===== src/rtl/noc_pkg.sv =====
// noc_pkg: shared NoC constants and flit/request types.
package noc_pkg;
  localparam int NOC_DATA_W = 16;
  localparam int NOC_NUM_PORTS = 5;
  localparam int NOC_ADDR_W = 3;
  localparam int NOC_ADDR_LSB = 13;
  typedef logic [NOC_DATA_W-1:0] flit_t;
  typedef logic [NOC_NUM_PORTS-1:0] port_req_t;
endpackage


===== src/rtl/noc_queue_ram.sv =====
// noc_queue_ram: DEPTH x DATA_W storage, synchronous write, asynchronous read.
module noc_queue_ram #(
  parameter int DATA_W = 16,
  parameter int DEPTH = 8
)(
  input  logic                     clk,
  input  logic                     we_i,
  input  logic [$clog2(DEPTH)-1:0] waddr_i,
  input  logic [DATA_W-1:0]        wdata_i,
  input  logic [$clog2(DEPTH)-1:0] raddr_i,
  output logic [DATA_W-1:0]        rdata_o
);
  logic [DATA_W-1:0] mem_q [DEPTH];
  always_ff @(posedge clk) if (we_i) mem_q[waddr_i] <= wdata_i;
  assign rdata_o = mem_q[raddr_i];
endmodule


===== src/rtl/noc_input_queue.sv =====
// noc_input_queue: per-port NoC input FIFO with head destination decode.
// Define NOC_QUEUE_BYPASS_EN for zero-latency bypass of an empty queue.
module noc_input_queue
  import noc_pkg::*;
#(
  parameter int DATA_W = NOC_DATA_W,
  parameter int DEPTH = 8,
  parameter int NUM_PORTS = NOC_NUM_PORTS,
  parameter int ADDR_W = NOC_ADDR_W,
  parameter int ADDR_LSB = NOC_ADDR_LSB
)(
  input  logic                       clk,
  input  logic                       rst,
  input  logic                       valid_i,
  input  logic [DATA_W-1:0]          data_i,
  input  logic                       pop_req_i,
  output logic [DATA_W-1:0]          data_o,
  output logic                       en_o,
  output logic [NUM_PORTS-1:0]       req_port_o,
  output logic [$clog2(DEPTH+1)-1:0] count_o,
  output logic                       full_o,
  output logic                       overflow_o,
  output logic                       drop_o
);
  localparam int PW = $clog2(DEPTH);
  localparam int CW = $clog2(DEPTH+1);
  localparam logic [CW-1:0] FULL = CW'(DEPTH);
  localparam logic [ADDR_W:0] NP = (ADDR_W+1)'(NUM_PORTS);
  logic [PW-1:0] rd_q, rd_d, wr_q, wr_d;
  logic [CW-1:0] cnt_q, cnt_d;
  logic full_q, full_d, ovf_q, ovf_d, drop_q, drop_d;
  logic [DATA_W-1:0] head;
  logic [ADDR_W-1:0] hdest;
  logic nonempty, hlegal, discard, pop_fire, push_ok, we, rd_inc, byp_pop;
  noc_queue_ram #(.DATA_W(DATA_W), .DEPTH(DEPTH)) u_ram (
    .clk(clk), .we_i(we), .waddr_i(wr_q), .wdata_i(data_i), .raddr_i(rd_q), .rdata_o(head)
  );
  assign hdest = head[ADDR_LSB +: ADDR_W];
  assign nonempty = cnt_q != '0;
  assign hlegal = nonempty && ({1'b0, hdest} < NP);
  assign discard = nonempty && !hlegal;
`ifdef NOC_QUEUE_BYPASS_EN
  logic [ADDR_W-1:0] idest;
  logic byp;
  assign idest = data_i[ADDR_LSB +: ADDR_W];
  assign byp = !nonempty && valid_i && ({1'b0, idest} < NP);
  assign en_o = hlegal || byp;
  assign data_o = nonempty ? head : byp ? data_i : '0;
  assign req_port_o = en_o ? (NUM_PORTS'(1) << (byp ? idest : hdest)) : '0;
  assign byp_pop = byp && pop_req_i;
`else
  assign en_o = hlegal;
  assign data_o = nonempty ? head : '0;
  assign req_port_o = hlegal ? (NUM_PORTS'(1) << hdest) : '0;
  assign byp_pop = 1'b0;
`endif
  // A bypassed flit that is granted the same cycle never touches storage.
  assign pop_fire = pop_req_i && en_o;
  assign rd_inc = (pop_fire && !byp_pop) || discard;
  assign push_ok = valid_i && (cnt_q != FULL || rd_inc);
  assign we = push_ok && !byp_pop && rst;
  always_comb begin
    rd_d = rd_q + PW'(rd_inc);
    wr_d = wr_q + PW'(we);
    cnt_d = cnt_q + CW'(we) - CW'(rd_inc);
    full_d = cnt_d == FULL;
    ovf_d = ovf_q || (valid_i && !push_ok);
    drop_d = discard;
  end
  always_ff @(posedge clk) begin
    if (!rst) begin
      rd_q <= '0;
      wr_q <= '0;
      cnt_q <= '0;
      full_q <= 1'b0;
      ovf_q <= 1'b0;
      drop_q <= 1'b0;
    end else begin
      rd_q <= rd_d;
      wr_q <= wr_d;
      cnt_q <= cnt_d;
      full_q <= full_d;
      ovf_q <= ovf_d;
      drop_q <= drop_d;
    end
  end
  assign count_o = cnt_q;
  assign full_o = full_q;
  assign overflow_o = ovf_q;
  assign drop_o = drop_q;
endmodule


===== config.mk =====
export PLATFORM = sky130hd
export DESIGN_NAME = noc_input_queue
export DESIGN_NICKNAME = d
export VERILOG_FILES = /design/src/rtl/noc_pkg.sv /design/src/rtl/noc_queue_ram.sv /design/src/rtl/noc_input_queue.sv
export SDC_FILE = /design/constraint.sdc
export NUM_CORES = 1
export LEC_CHECK = 0
export ABC_AREA = 1
export CAP_MARGIN = 20
export CORE_MARGIN = 1.5
export CORE_UTILIZATION = 50
export DETAILED_ROUTE_END_ITERATION = 7
export PLACE_DENSITY = 0.7
export SLEW_MARGIN = 30
export SYNTH_ARGS = -nofsm -noshare
export SYNTH_HDL_FRONTEND = slang
export SYNTH_SLANG_ARGS = --single-unit

===== constraint.sdc =====
create_clock -name clk -period 3.5 [get_ports clk]
set_clock_uncertainty 0.1 [all_clocks]
set_input_delay 0.7 -clock clk [delete_from_list [all_inputs] [get_ports clk]]
set_output_delay 0.7 -clock clk [all_outputs]
set_load 0.01 [all_outputs]

==> results.ini <==
[status]
status = complete, no violations

[timing]
layout_setup_ws_ps = 146
finalSetupTns_ps = 0
relSlewSlack_pct = 66.2
slew_violations = 0
worst_pin_slew_ps = 506
finalHoldViolations = 0
finalCritPeriodShare_pct = 95.8
rsz0062_at_grt = false
fin_crit_ps = 3350
max_freq_mhz = 298
setup-violations-final = 0

[logic_synthesis]
synth_edf_count = 128
synth_async_sr_flop_share_pct = 0
ys_ff_latch = 141
synth_commonest_cells = edfxtp_1 (128), nor2_1 (99), o21ai_0 (65)
synth_area_per_cell_um2 = 11.9
synth_cell_types = 27
synth.area.top_cells = edfxtp_1 (67%), nor2_1 (6.4%), o21ai_0 (5.6%)
synth_most_common_cell = edfxtp_1
synthCells = 484
synth.largest_area_cell = edfxtp_1
yosysTopAreaCellShare_pct = 66.7
seq_area_frac_synth_pct = 71.2
synth_nets = 515
syn-cell-area_um2 = 5770
synth_flop_cell = edfxtp_1
yosysWarnings = 0

[clock_tree]
cts.sinks = 141
clk_pin_slew_ps = 60
cts_hold_buf = 0
postCtsSetupBuffers = 0
insertion_delay_ps = 420
clockRootBuffer = clkbuf_16
htreeDepth = 4
cts_inserted_buffers = 17
cts.path.max_buffers = 2
cts_tree = built

[drt]
wl_per_cell_um = 17.6
drcViolationCount = 0
wl_mm = 12.3
drtIter0Drc = 331
vias = 3855
antenna_left = 0
vias_per_cell = 5.51
first_pass_iters = 5

[worst_setup_path]
arrival_ps = 2550
crit_type = register to output port
cp-start-kind = register
crit_path_end_kind = output port
cp.required_ps = 2700
reg2reg_slack_ps = 320
worstPathMaxFanout = 34

[floorplan]
chipWidth_um = 110
core-area_um2 = 11300
dieArea_um2 = 12200
placementRows = 39
die_h_um = 110
initial_core_util_pct = 50.9
io_pins = 49

[power_and_ir_drop]
max-vdd-ir-drop_mv = 0.418
clock_power_share_pct = 32.3
p_int_mw = 3.81
pwr_density_cell_nw_per_um2 = 787
combPwrFrac_pct = 32.6
switching_share_pct = 31.6
seqPwrFrac_pct = 35.1
leakage_nw = 2.57
power.switching_mw = 1.76

[layout]
fillers = 873
layout.nets = 576
area_delta_synth_final_pct = 22.7
layout-drive-gt1-share_pct = 10.4
antenna_cells = 0
final_area_um2 = 7070

[global_route]
grt_pass1_wl_mm = 19.0
overflow = 0
antenna_found_initial = 0
grt_start_max_net_pins = 37
grt.total_usage_pct = 21.7
grt_pass1_vias = 3727

[job]
drv_cap = 0

[place]
pre_cts_ws_ps = 338
portBuffers = 48
dp_hpwl_mm = 7.05
place_congestion = 0.798
placed_area_um2 = 6470

[hold_path]
hold_class = register to register

[worst paths after layout]
path / depth (start not counted) / startpoint / end
setup / recovery: 7 / rd_q[0] / data_o[7]
hold / removal: 2 / overflow_o / overflow_o
setup reg to reg: 18 / rd_q[0] / full_o
hold reg to reg: 2 / overflow_o / overflow_o
[repair_timing]
| action | in CTS | in global routing |
|---|---|---|
| resized for setup | 1 | 1 |
| cloned | 0 | 0 |
| setup endpoints to repair | 2 | 5 |
[critical path, stage by stage (launching register included)]
cell             delay, ps
dfxtp_2                340
buf_6                  270
buf_6                  290
o21ai_0                180
o22ai_1                260
o21ai_1                 90
a31oi_1                140
clkdlybuf4s50_1        560
[flip-flops by register name (all words and copies together) (netlist names)]
register	flops
count_o	4
drop_o	1
full_o	1
overflow_o	1
rd_q	3
u_ram.mem_q	128
wr_q	3
[power groups by stage]
stage	combinational, mW	sequential, mW	clock (mW)
after floorplan	1.06	2.00	0
after global placement	1.76	1.98	0
after detailed placement	1.80	1.98	0
after CTS	1.83	1.95	1.82
after global routing	2.00	1.96	1.88
final	1.82	1.95	1.80
[cells by family (layout without fill, tap and decap cells)]
family | Yosys count | in the layout | synth area share, %
xor+xnor | 4 | 4 | 0.608
compound gates | 99 | 99 | 9.22
fa+ha+maj | 11 | 11 | 2.52
buf+inv | 58 | 131 | 4.25
flops | 141 | 141 | 71.2
simple gates | 171 | 171 | 12.2
[routing by layer]
layer	track usage, %	routed length, um
met1	27.6	5090
met5	0	0
met4	8.61	132
met2	35.9	6400
met3	5.35	724
[through the flow]
step | hold WS, ps | std cells | total power [mW] | utilization [%]
after global placement | 341 | 669 | 3.74 | 57.2
after detailed placement | 343 | 669 | 3.79 | 57.2
final | 346 | 700 | 5.57 | 62.5
after floorplan | 374 | 484 | 3.05 | -
after CTS | 352 | 700 | 5.60 | 62.4
after global routing | 375 | 700 | 5.84 | 62.5
[area by class of cell]
class / instances / area (um^2) / area share, %
well taps: 143 / 179 / 2.53
flip-flops and latches: 141 / 4110 / 58.0
repair buffers: 66 / 648 / 9.16
clock buffers: 17 / 425 / 6.01
clock inverters: 14 / 170 / 2.41
multi-input cells: 285 / 1420 / 20.0
inverters: 34 / 128 / 1.80
[layout by cell type, fill, tap and decap left out, types with 2 or more instances in the layout]
cell type,n
buf_12,2
inv_1,32
a31oi_1,13
dfxtp_1,12
o22ai_1,13
nand2_2,5
buf_4,14
xnor2_1,3
ha_1,10
clkinv_2,2
edfxtp_1,128
inv_6,2
nor2_1,99
nand3_1,20
nor3_1,3
inv_2,2
o21ai_0,65
o21ai_1,3
clkbuf_16,17
clkinvlp_4,3
clkinv_4,3
a21oi_1,4
bufinv_16,3
nand2_1,40
buf_6,2
clkdlybuf4s50_1,48
Power figures use the tool's default switching activity.
